--- src/rtl/counter_pkg.sv ---
// Shared constants and helpers for the up/down modulo counter.
package counter_pkg;
  localparam logic DIR_UP   = 1'b1;
  localparam logic DIR_DOWN = 1'b0;

  // Prescaler counter width; never zero so a 1-bit register is still legal.
  function automatic int clog2_min1(input int n);
    return (n <= 2) ? 1 : $clog2(n);
  endfunction
endpackage

--- src/rtl/counter_prescaler.sv ---
// Enable prescaler: asserts tick once every PRESCALE enabled cycles.
module counter_prescaler
  import counter_pkg::*;
#(
  parameter int PRESCALE = 1
) (
  input  logic Clk,
  input  logic Reset,
  input  logic E,
  input  logic Clr,
  output logic tick
);

  generate
    if (PRESCALE <= 1) begin : g_bypass
      logic unused_ok;
      assign unused_ok = ^{Clk, Reset, E, Clr};
      assign tick      = 1'b1;
    end else begin : g_div
      localparam int PW = clog2_min1(PRESCALE);
      localparam logic [PW-1:0] LAST = PW'(PRESCALE - 1);

      logic [PW-1:0] cnt_q, cnt_d;

      assign tick = (cnt_q == LAST);

      always_comb begin
        cnt_d = cnt_q;
        if (Clr)    cnt_d = '0;
        else if (E) cnt_d = tick ? '0 : cnt_q + PW'(1);
      end

      always_ff @(posedge Clk) begin
        if (Reset) cnt_q <= '0;
        else       cnt_q <= cnt_d;
      end
    end
  endgenerate

endmodule

--- src/rtl/counter_updown_mod.sv ---
// Up/down modulo-Limit counter with clear, load, prescaled enable, carry/borrow.
// Define COUNTER_SATURATE_EN to saturate at the boundaries instead of wrapping.
module counter_updown_mod
  import counter_pkg::*;
#(
  parameter int WIDTH    = 8,
  parameter int PRESCALE = 1
) (
  input  logic             Clk,
  input  logic             Reset,
  input  logic             E,
  input  logic             M,
  input  logic             Clr,
  input  logic             Load,
  input  logic [WIDTH-1:0] D,
  input  logic [WIDTH-1:0] Limit,
  output logic [WIDTH-1:0] Q,
  output logic             Cout,
  output logic             Bout
);

`ifdef COUNTER_SATURATE_EN
  localparam bit SAT = 1'b1;
`else
  localparam bit SAT = 1'b0;
`endif

  logic [WIDTH-1:0] q_q, q_d;
  logic             tick, step, at_top, at_zero;

  counter_prescaler #(.PRESCALE(PRESCALE)) u_presc (
    .Clk   (Clk),
    .Reset (Reset),
    .E     (E),
    .Clr   (Clr | Load),
    .tick  (tick)
  );

  // at_top uses >= so a Q left above a lowered Limit still wraps on the next up step.
  assign at_top  = (q_q >= Limit);
  assign at_zero = (q_q == '0);
  assign step    = E & tick & ~Reset & ~Clr & ~Load;
  assign Cout    = step & (M == DIR_UP)   & at_top;
  assign Bout    = step & (M == DIR_DOWN) & at_zero;

  always_comb begin
    q_d = q_q;
    if (Clr)
      q_d = '0;
    else if (Load)
      q_d = D;
    else if (step) begin
      if (M == DIR_UP)
        q_d = at_top  ? (SAT ? Limit : '0) : q_q + WIDTH'(1);
      else
        q_d = at_zero ? (SAT ? '0 : Limit) : q_q - WIDTH'(1);
    end
  end

  always_ff @(posedge Clk) begin
    if (Reset) q_q <= '0;
    else       q_q <= q_d;
  end

  assign Q = q_q;

endmodule

--- config.mk ---
export PLATFORM = sky130hd
export DESIGN_NAME = counter_updown_mod
export DESIGN_NICKNAME = d
export VERILOG_FILES = /design/src/rtl/counter_pkg.sv /design/src/rtl/counter_prescaler.sv /design/src/rtl/counter_updown_mod.sv
export SDC_FILE = /design/constraint.sdc
export NUM_CORES = 1
export LEC_CHECK = 0
export BUFFER_PORTS_ARGS = -buffer_cell sky130_fd_sc_hd__clkbuf_2
export CAP_MARGIN = 15
export CORE_MARGIN = 2
export CORE_UTILIZATION = 40
export CTS_CLUSTER_SIZE = 10
export DETAILED_ROUTE_END_ITERATION = 10
export GPL_TIMING_DRIVEN = 0
export PLACE_DENSITY = 0.68
export SYNTH_ARGS = -nofsm -noshare
export SYNTH_HDL_FRONTEND = slang
export SYNTH_SLANG_ARGS = --single-unit
--- constraint.sdc ---
create_clock -name Clk -period 5.1 [get_ports Clk]
set_input_delay 0.765 -clock Clk [delete_from_list [all_inputs] [get_ports Clk]]
set_output_delay 0.765 -clock Clk [all_outputs]
set_load 0.1 [all_outputs]
# Word-level counts from Yosys, hierarchy flattened
# Index checks and enable logic that the tools add are counted.
dict set report word_totals {
  ff_bits 8
  out_inout_bits 10
  word_cells 23
}
dict set report classes {
  add_sub_neg 2
  n_lt_le_gt_ge 1
  muxes 5
  bitwise_logic 11
  reduce_logical 3
}
# op count
set ops {}
lappend ops {{$mux W8} 5}
lappend ops {{$add A8 B1 Y8 const B} 1}
lappend ops {{$ge A8 B8 Y1} 1}
lappend ops {{$logic_not A8 Y1} 1}
lappend ops {{$sub A8 B1 Y8 const B} 1}
lappend ops {{$and A1 B1 Y1} 7}
lappend ops {{$not A1 Y1} 4}
lappend ops {{$reduce_bool A2 Y1} 1}
lappend ops {{$reduce_or A2 Y1} 1}

# Logic depth before layout (Yosys ltp)
# Gate-level depths: netlist (run 1).
dict set report logic_depth {
  word_depth 6
  depth_mapped 9
  depth_no_buf 7
}

# By module
# A second synthesis (run 1) with hierarchy kept.
dict set report hier_totals {
  cells_unflattened 147
  hier_area_um2 1061.0
}
# mod n_inst cells_per_inst area_each_um2
set modules_own_cells {}
lappend modules_own_cells {counter_updown_mod 1 145 1049.8}
lappend modules_own_cells {counter_prescaler 1 2 11.3}

# Worst setup path before layout (run 1)
# No wires, ideal clock.
dict set report synth_timing {
  path_type {flip-flop to output port}
  start {register q_q[0], in the netlist Q[0]}
  end {output port Bout}
  arrival_ns 4.052
  path_slack_ns 0.283
  path_stages_with_launch 8
  n_path_buf 2
  cell_sequence {dfxtp_1 clkbuf_1 inv_1 ha_1 or4b_1 buf_6 nand2b_1 nor3_1}
}
dict set report synth_via {
  elab_chain_len 2
}
# item line
set synth_lines {}
lappend synth_lines {{from (decl)} counter_updown_mod.sv:28} ;# logic [WIDTH-1:0] q_q, q_d;
lappend synth_lines {{from (signal assigned)} counter_updown_mod.sv:62} ;# else q_q <= q_d;
lappend synth_lines {{$logic_not A8 Y1} counter_updown_mod.sv:41} ;# assign at_zero = (q_q == '0);
lappend synth_lines {{$and A1 B1 Y1} counter_updown_mod.sv:44} ;# assign Bout = step & (M == DIR_DOWN) & at_zero;
lappend synth_lines {{to (decl)} counter_updown_mod.sv:19} ;# output logic Bout
# No other way between the ends.

# Worst setup path after layout (run 1)
# Ends and elaborated chain as after synthesis.

==> out/results.ini, run 1 <==
[run_status]
status = finished clean

[floorplanning]
die_w_microns = 55.54
coreArea_sq_um = 2500
rows = 18
boundaryPins = 32
initial_core_util = 0.4249
die_height_microns = 55.54
die_area_sq_um = 3084

[setup_path]
critPathMaxFanout = 9
rr_worst_depth = 8
critPathBufInv = 4
startpoint_type = flop
crit_family = buffers and inverters
cp_data_arrival_time_ns = 2.72
worstPathCellList = clkbuf_1 > inv_1 > ha_1 > or4b_1 > buf_6 > nand2b_1 > nor3_1 > clkbuf_2
crit_slowest_cell = clkbuf_2
setup.worst_path.end_class = output pin
path_depth = 8
timing.rr.start = Q[0]
setup.worst_path.class = flop to output pin
cp_slowest_stage_delay_ns = 0.49
critical_path_required_ns = 4.34
critPathLaunch = Q[0]

[detailed_routing]
drc = 0
drt-initial-drc-count = 75
vias = 1239
via_per_inst = 5.872
first_pass_iters = 4
routed_wl_microns = 3110
ant_nets = 0
wl_per_cell_microns = 14.74

[clock_network]
post_cts_buffers = 0
cts.repair.resized = 0
cts_made_buffers = 3
clk_latency_ns = 0.26
clock_sinks = 8
cts.path.max_buffers = 2
cts_tree = done
clk_pin_slew_ns = 0.07
htree_num_levels = 1
holdBufCountCts = 0
clockRootBuffer = clkbuf_4

[global_route]
grt_max_degree = 11
grt_use_total = 0.2130
grt_antenna_before_repair = 0
grt_pass1_vias = 1151
overflow = 0
grt_pass1_wl_microns = 5306

[logic_synthesis]
synthCells = 148
yosys.area.top_type = dfxtp_1
synth_top_flop_cell = dfxtp_1
ys_seq_elements = 8
synth_fa_ha_area_frac = 0.1296
ys_seq_area_frac = 0.1508
yosysUniqueCellTypes = 43
yosys.area_share.simple = 0.2886
synth_common_cells = nor2_1 (12), ha_1 (11), inv_1 (10), nor3_1 (10), a21oi_1 (9)
netlist_area_sq_um = 1062
syn_nets = 181
synth-edff-count = 0
syn_avg_cell_area_sq_um = 7.177
synth_xor_area_frac = 0.06596
synth_compound_area_frac = 0.2686
synth_top_family_by_area = simple AND/OR/NAND/NOR gates
synth_top_cells_by_area = dfxtp_1 (15%), ha_1 (13%), nor3_1 (4.7%), a21oi_1 (4.2%), nor2_1 (4.2%)
ys_async_sr_fraction = 0
yosysTopAreaCellShare = 0.1508
yosys_warnings = 0
synth.mux.area_fraction = 0.01413
yosys.cell_count.top_type = nor2_1

[power_and_ir_drop]
p_clk_frac = 0.218
swShare = 0.4486
power.total_uw = 245.4
comb_power_share = 0.495
p_seq_frac = 0.288
power_density_nw_per_um2 = 192.9
p_leak_uw = 0.0006106
p_switching_uw = 110.1
p_int_uw = 135.3
ir_drop_mv = 0.1496

[timing]
worst_slew_pin_slew_ns = 0.7377
final-hold-violation-count = 0
post-route-period-util = 0.6842
rsz0062_at_grt = no
min_period_ns = 3.489
clock.fmax_ghz = 0.2866
slew_headroom = 0.5074
setup_violations = 0
skew_ns = 0.003221
setup-tns-final_ns = 0
slew_viol_final = 0

[layout]
design_area_sq_um = 1272
multi_input_area_sq_um = 814.5
layout.nets = 216
area_delta_synth_final_pct = 19.79
largest_reg_flops = 8
nFillCells = 272
final_layout_size_suffix_gt1_frac = 0.2210
antenna_cells = 0
seqCellArea_sq_um = 160.2

[flow_run]
cap_violations = 0

[place]
dp_hpwl_microns = 2455
placed_area_sq_um = 1250
numPortBuffers = 30
gp_congestion = 0.9764

[min_path]
min_from = D[6]
hold_path_class = input port to flop
whs_path_depth = 4

## cells by family after synthesis
| logic type | Yosys count |
|---|---|
| compound gates | 42 |
| fa+ha+maj | 11 |
| buf+inv | 21 |
| mux | 1 |
| xor+xnor | 8 |
| simple gates | 57 |
| flops | 8 |
## through the flow
| stage | hold WS [ns] | worst slack (ns) | std cells | utilization |
|---|---|---|---|---|
| after detailed placement | 0.8680 | 1.853 | 208 | 0.5000 |
| after floorplan | 0.9886 | 0.2834 | 148 | - |
| after global routing | 0.8430 | 1.512 | 211 | 0.5090 |
| final | 0.8307 | 1.611 | 211 | 0.5090 |
| after global placement | 0.8337 | 1.881 | 208 | 0.5000 |
| after CTS | 0.8331 | 1.624 | 211 | 0.5090 |
## layout make-up
type                       count  share of cell area
sequential                     8              0.1259
timing repair buffer          30              0.1180
multi-input combinational    119              0.6401
inverter                      10             0.02950
tap                           30             0.02950
clock buffer                   3             0.01770
buffer                        11             0.03933
## routing by layer
layer | global-route usage | wire length [microns] | vias to the layer above
li1 | - | - | 605
met1 | 0.2831 | 1320 | 562
met2 | 0.3469 | 1477 | 68
met3 | 0.03513 | 278 | 4
met4 | 0.07317 | 34 | 0
met5 | 0 | 0 | -
## worst paths after layout
path	end	slack, ns
setup / recovery	Bout	1.61
setup reg to reg	Q[6]	2.49
hold / removal	Q[6]	0.83
hold reg to reg	Q[7]	0.88
## worst reg2reg max path, stage by stage, from the launching register on
cell      delay [ns]
dfxtp_1         0.36
clkbuf_1        0.30
inv_1           0.16
ha_1            0.30
nand2b_1        0.10
a21oi_1         0.11
o311ai_2        0.67
nor3_1          0.10
or3_1           0.38
## cells in the final DEF, fill, tap and decap left out, types with 2 or more instances in the layout
cell	synthesis	routed
o221ai_1	3	3
clkbuf_1	8	8
or3_1	3	3
nand2_1	8	8
nand3_1	7	7
ha_1	11	11
o21ai_0	5	5
clkbuf_2	0	30
and3_1	7	7
clkbuf_4	0	3
a21oi_1	9	9
nor2_1	12	12
dfxtp_1	8	8
a2111oi_0	2	2
o21a_1	2	2
o21ai_1	6	6
a211oi_1	3	3
inv_1	10	10
nand2b_1	3	3
xor2_1	5	5
nor3_1	10	10
xnor2_1	3	3
## power groups by stage
stage | Combinational [uW] | Clock (uW) | Sequential (uW)
3_3_place_gp | 117 | 0 | 71.7
5_1_grt | 132 | 58.6 | 71.3
4_1_cts | 120 | 53.8 | 70.6
3_5_place_dp | 120 | 0 | 72.0
2_1_floorplan | 68.2 | 0 | 94.0
6_report | 121 | 53.4 | 70.6
No activity file was read; power rests on OpenSTA's default activity.
==> inputs of run 2 (changes only) <==
--- a/config.mk
+++ b/config.mk
@@ -5,6 +5,7 @@
 export SDC_FILE = /design/constraint.sdc
 export NUM_CORES = 1
 export LEC_CHECK = 0
+export ABC_AREA = 1
 export BUFFER_PORTS_ARGS = -buffer_cell sky130_fd_sc_hd__clkbuf_2
 export CAP_MARGIN = 15
 export CORE_MARGIN = 2
@@ -12,7 +13,7 @@
 export CTS_CLUSTER_SIZE = 10
 export DETAILED_ROUTE_END_ITERATION = 10
 export GPL_TIMING_DRIVEN = 0
-export PLACE_DENSITY = 0.68
+export PLACE_DENSITY = 0.69
 export SYNTH_ARGS = -nofsm -noshare
 export SYNTH_HDL_FRONTEND = slang
 export SYNTH_SLANG_ARGS = --single-unit
==> constraint.sdc (replaced) <==
create_clock -name Clk -period 3.02 [get_ports Clk]
set_input_delay 0.453 -clock Clk [delete_from_list [all_inputs] [get_ports Clk]]
set_output_delay 0.453 -clock Clk [all_outputs]
set_load 0.1 [all_outputs]
==> out/results.ini, run 2 <==
[timing]
rsz0062_at_grt = no
post-route-period-util = 0.8870
final-hold-violation-count = 0  ; unchanged
min_period_ns = 2.679
worst_slew_pin_slew_ns = 0.5395  ; -0.1981 ns
slew_headroom = 0.6418  ; +0.1344
setup-tns-final_ns = 0  ; unchanged
skew_ns = 0.01269  ; +0.009469 ns
slew_viol_final = 0  ; unchanged
setup_violations = 0  ; unchanged
clock.fmax_ghz = 0.3733

[detailed_routing]
drt-initial-drc-count = 46  ; -39%
routed_wl_microns = 3114  ; +0.13%
first_pass_iters = 4  ; unchanged
wl_per_cell_microns = 11.98  ; -19%
ant_nets = 0  ; unchanged
vias = 1313  ; +6.0%
drc = 0  ; unchanged
via_per_inst = 5.050  ; -14%

[setup_path]
critPathMaxFanout = 7  ; -2
critPathBufInv = 2  ; -2
setup.worst_path.end_class = output pin
crit_family = simple AND/OR/NAND/NOR gates
worstPathCellList = inv_1 > ha_1 > nand2_1 > nand3b_1 > nand2_1 > nand2_1 > nand2_1 > nand2_1 > nand2_1 > nor2_4 > clkbuf_2
crit_slowest_cell = clkbuf_2
rr_worst_depth = 11  ; +3
setup.worst_path.class = flop to output pin
startpoint_type = flop
path_depth = 11  ; +3
cp_data_arrival_time_ns = 2.23  ; -0.49 ns
crit_top_cell = nand2_1
critical_path_required_ns = 2.57  ; -1.77 ns
cp_slowest_stage_delay_ns = 0.45  ; -0.04 ns

[logic_synthesis]
synth_top_flop_cell = dfxtp_1
synth_top_cells_by_area = nand2_1 (19%), dfxtp_1 (14%), ha_1 (12%), inv_1 (9.3%), nor2_1 (6.7%)
ys_async_sr_fraction = 0  ; unchanged
yosysUniqueCellTypes = 28  ; -35%
synth-edff-count = 0  ; unchanged
syn_nets = 228  ; +26%
ys_seq_area_frac = 0.1362  ; -0.01460
ys_seq_elements = 8  ; unchanged
netlist_area_sq_um = 1176  ; +11%
yosys_warnings = 0  ; unchanged
yosys.cell_count.top_type = nand2_1
synthCells = 195  ; +32%
synth_common_cells = nand2_1 (59), inv_1 (29), nor2_1 (21)
yosysTopAreaCellShare = 0.1883  ; +0.03753
yosys.area.top_type = nand2_1
syn_avg_cell_area_sq_um = 6.031  ; -16%

[layout]
seqCellArea_sq_um = 161.4  ; +0.78%
layout_common_cells = nand2_1 (59), clkbuf_2 (31), inv_1 (29), nor2_1 (20), a21oi_1 (12)
antenna_cells = 0  ; unchanged
final_common_cell = nand2_1
largest_reg_flops = 8  ; unchanged
final_layout_size_suffix_gt1_frac = 0.2271  ; +0.006080
layout.nets = 264  ; +22%
nFillCells = 298  ; +9.6%
area_delta_synth_final_pct = 20.11
stdcell_count = 260  ; +23%
multi_input_area_sq_um = 857.1  ; +5.2%

[clock_network]
cts.path.max_buffers = 2  ; unchanged
clockRootBuffer = clkbuf_4
cts_made_buffers = 3  ; unchanged
cts.repair.resized = 0  ; unchanged
clock_sinks = 8  ; unchanged
clk_latency_ns = 0.27  ; about the same
holdBufCountCts = 0  ; unchanged
clk_pin_slew_ns = 0.07  ; about the same
htree_num_levels = 1  ; unchanged
post_cts_buffers = 0  ; unchanged
cts_tree = done

[place]
dp_cells = 257  ; +24%
dp_hpwl_microns = 2408  ; -1.9%
gp_congestion = 0.9058  ; -7.2%
numPortBuffers = 31  ; +3.3%

[floorplanning]
die_height_microns = 58.23  ; +4.8%
die_area_sq_um = 3390  ; +9.9%
boundaryPins = 32  ; unchanged
initial_core_util = 0.4229  ; -0.002073
coreArea_sq_um = 2781  ; +11%
rows = 19  ; +1
die_w_microns = 58.23  ; +4.8%

[min_path]
whs_path_depth = 3  ; -1
hold_path_class = input port to flop

[global_route]
grt_max_degree = 11  ; unchanged
grt_pass1_wl_microns = 5237  ; -1.3%
grt_use_total = 0.2012  ; -0.01180
grt_pass1_vias = 1163  ; +1.0%
grt_antenna_before_repair = 0  ; unchanged
overflow = 0  ; unchanged

[power_and_ir_drop]
ir_drop_mv = 0.2052  ; +37%
p_leak_uw = 0.0008001  ; +31%
power_density_nw_per_um2 = 301.8  ; +56%

[flow_run]
cap_violations = 0  ; unchanged

[run_status]
status = finished clean

==> run 2: cell types whose count changed after synthesis, sizes merged, moves of 4 or more <==
cell    before  now
and3         7    0
nand4        0    7
nor3        10    1
inv         10   29
o21ai       11    5
nand2        8   61
nand3        7   11
clkbuf       8    1
nor2        12   25
==> run 2: power by group <==
part / total (uW) / internal, uW / switching [uW]
sequential: 118 / 111 / 7.53
combinational: 213 / 72.4 / 141
clock: 94.8 / 46.1 / 48.8
==> run 2: worst paths after layout <==
path	from	endpoint	slack (ns)
max reg2reg	Q[0]	Q[3]	1.15
min	D[4]	Q[4]	0.50
min reg2reg	Q[0]	Q[0]	0.52
max	Q[0]	Cout	0.34
==> run 2: area by class of cell <==
| cell class | instances | share of cell area |
|---|---|---|
| multi-input cells | 150 | 0.6067 |
| plain buffers | 7 | 0.04606 |
| inverters | 30 | 0.07972 |
| repair buffers | 31 | 0.1098 |
| flip-flops and latches | 8 | 0.1143 |
| clock buffers | 3 | 0.01594 |
| well taps | 31 | 0.02746 |
==> run 2: worst min-delay path, delay by kind of cell <==
kind	cells	cell delay, ns
compound gates	2	0.20
buf+inv	1	0.08
==> run 2: kinds of logic (layout without fill, tap and decap cells) <==
group / after synthesis / after routing / share of synthesized area
flip-flops: 8 / 8 / 0.1362
adder cells (fa/ha/maj): 11 / 11 / 0.1170
AND/OR/NAND/NOR: 106 / 106 / 0.4096
AO/OA/AOI/OAI: 26 / 26 / 0.1341
XOR/XNOR: 7 / 7 / 0.05213
buffers and inverters: 37 / 71 / 0.1511
==> run 2: per-layer routing <==
layer,track usage,up-vias,share of wire
met4,0.03987,0,0.0042
met3,0.03571,2,0.073
met2,0.3214,43,0.45
met1,0.2842,570,0.47
met5,0,-,0
li1,-,698,-
==> run 2: through the flow <==
| stage | cell area, sq um | worst slack (ns) | total power (uW) | util | hold slack [ns] |
|---|---|---|---|---|---|
| after floorplan | 1196 | 0.3105 | 285.0 | - | 0.6605 |
| after global placement | 1390 | 0.4833 | 331.7 | 0.4998 | 0.5118 |
| after detailed placement | 1390 | 0.4993 | 332.8 | 0.4998 | 0.5201 |
| after CTS | 1413 | 0.3332 | 427.8 | 0.5079 | 0.5048 |
| after global routing | 1413 | 0.1294 | 456.4 | 0.5079 | 0.5313 |
| final | 1413 | 0.3412 | 426.3 | 0.5079 | 0.5006 |
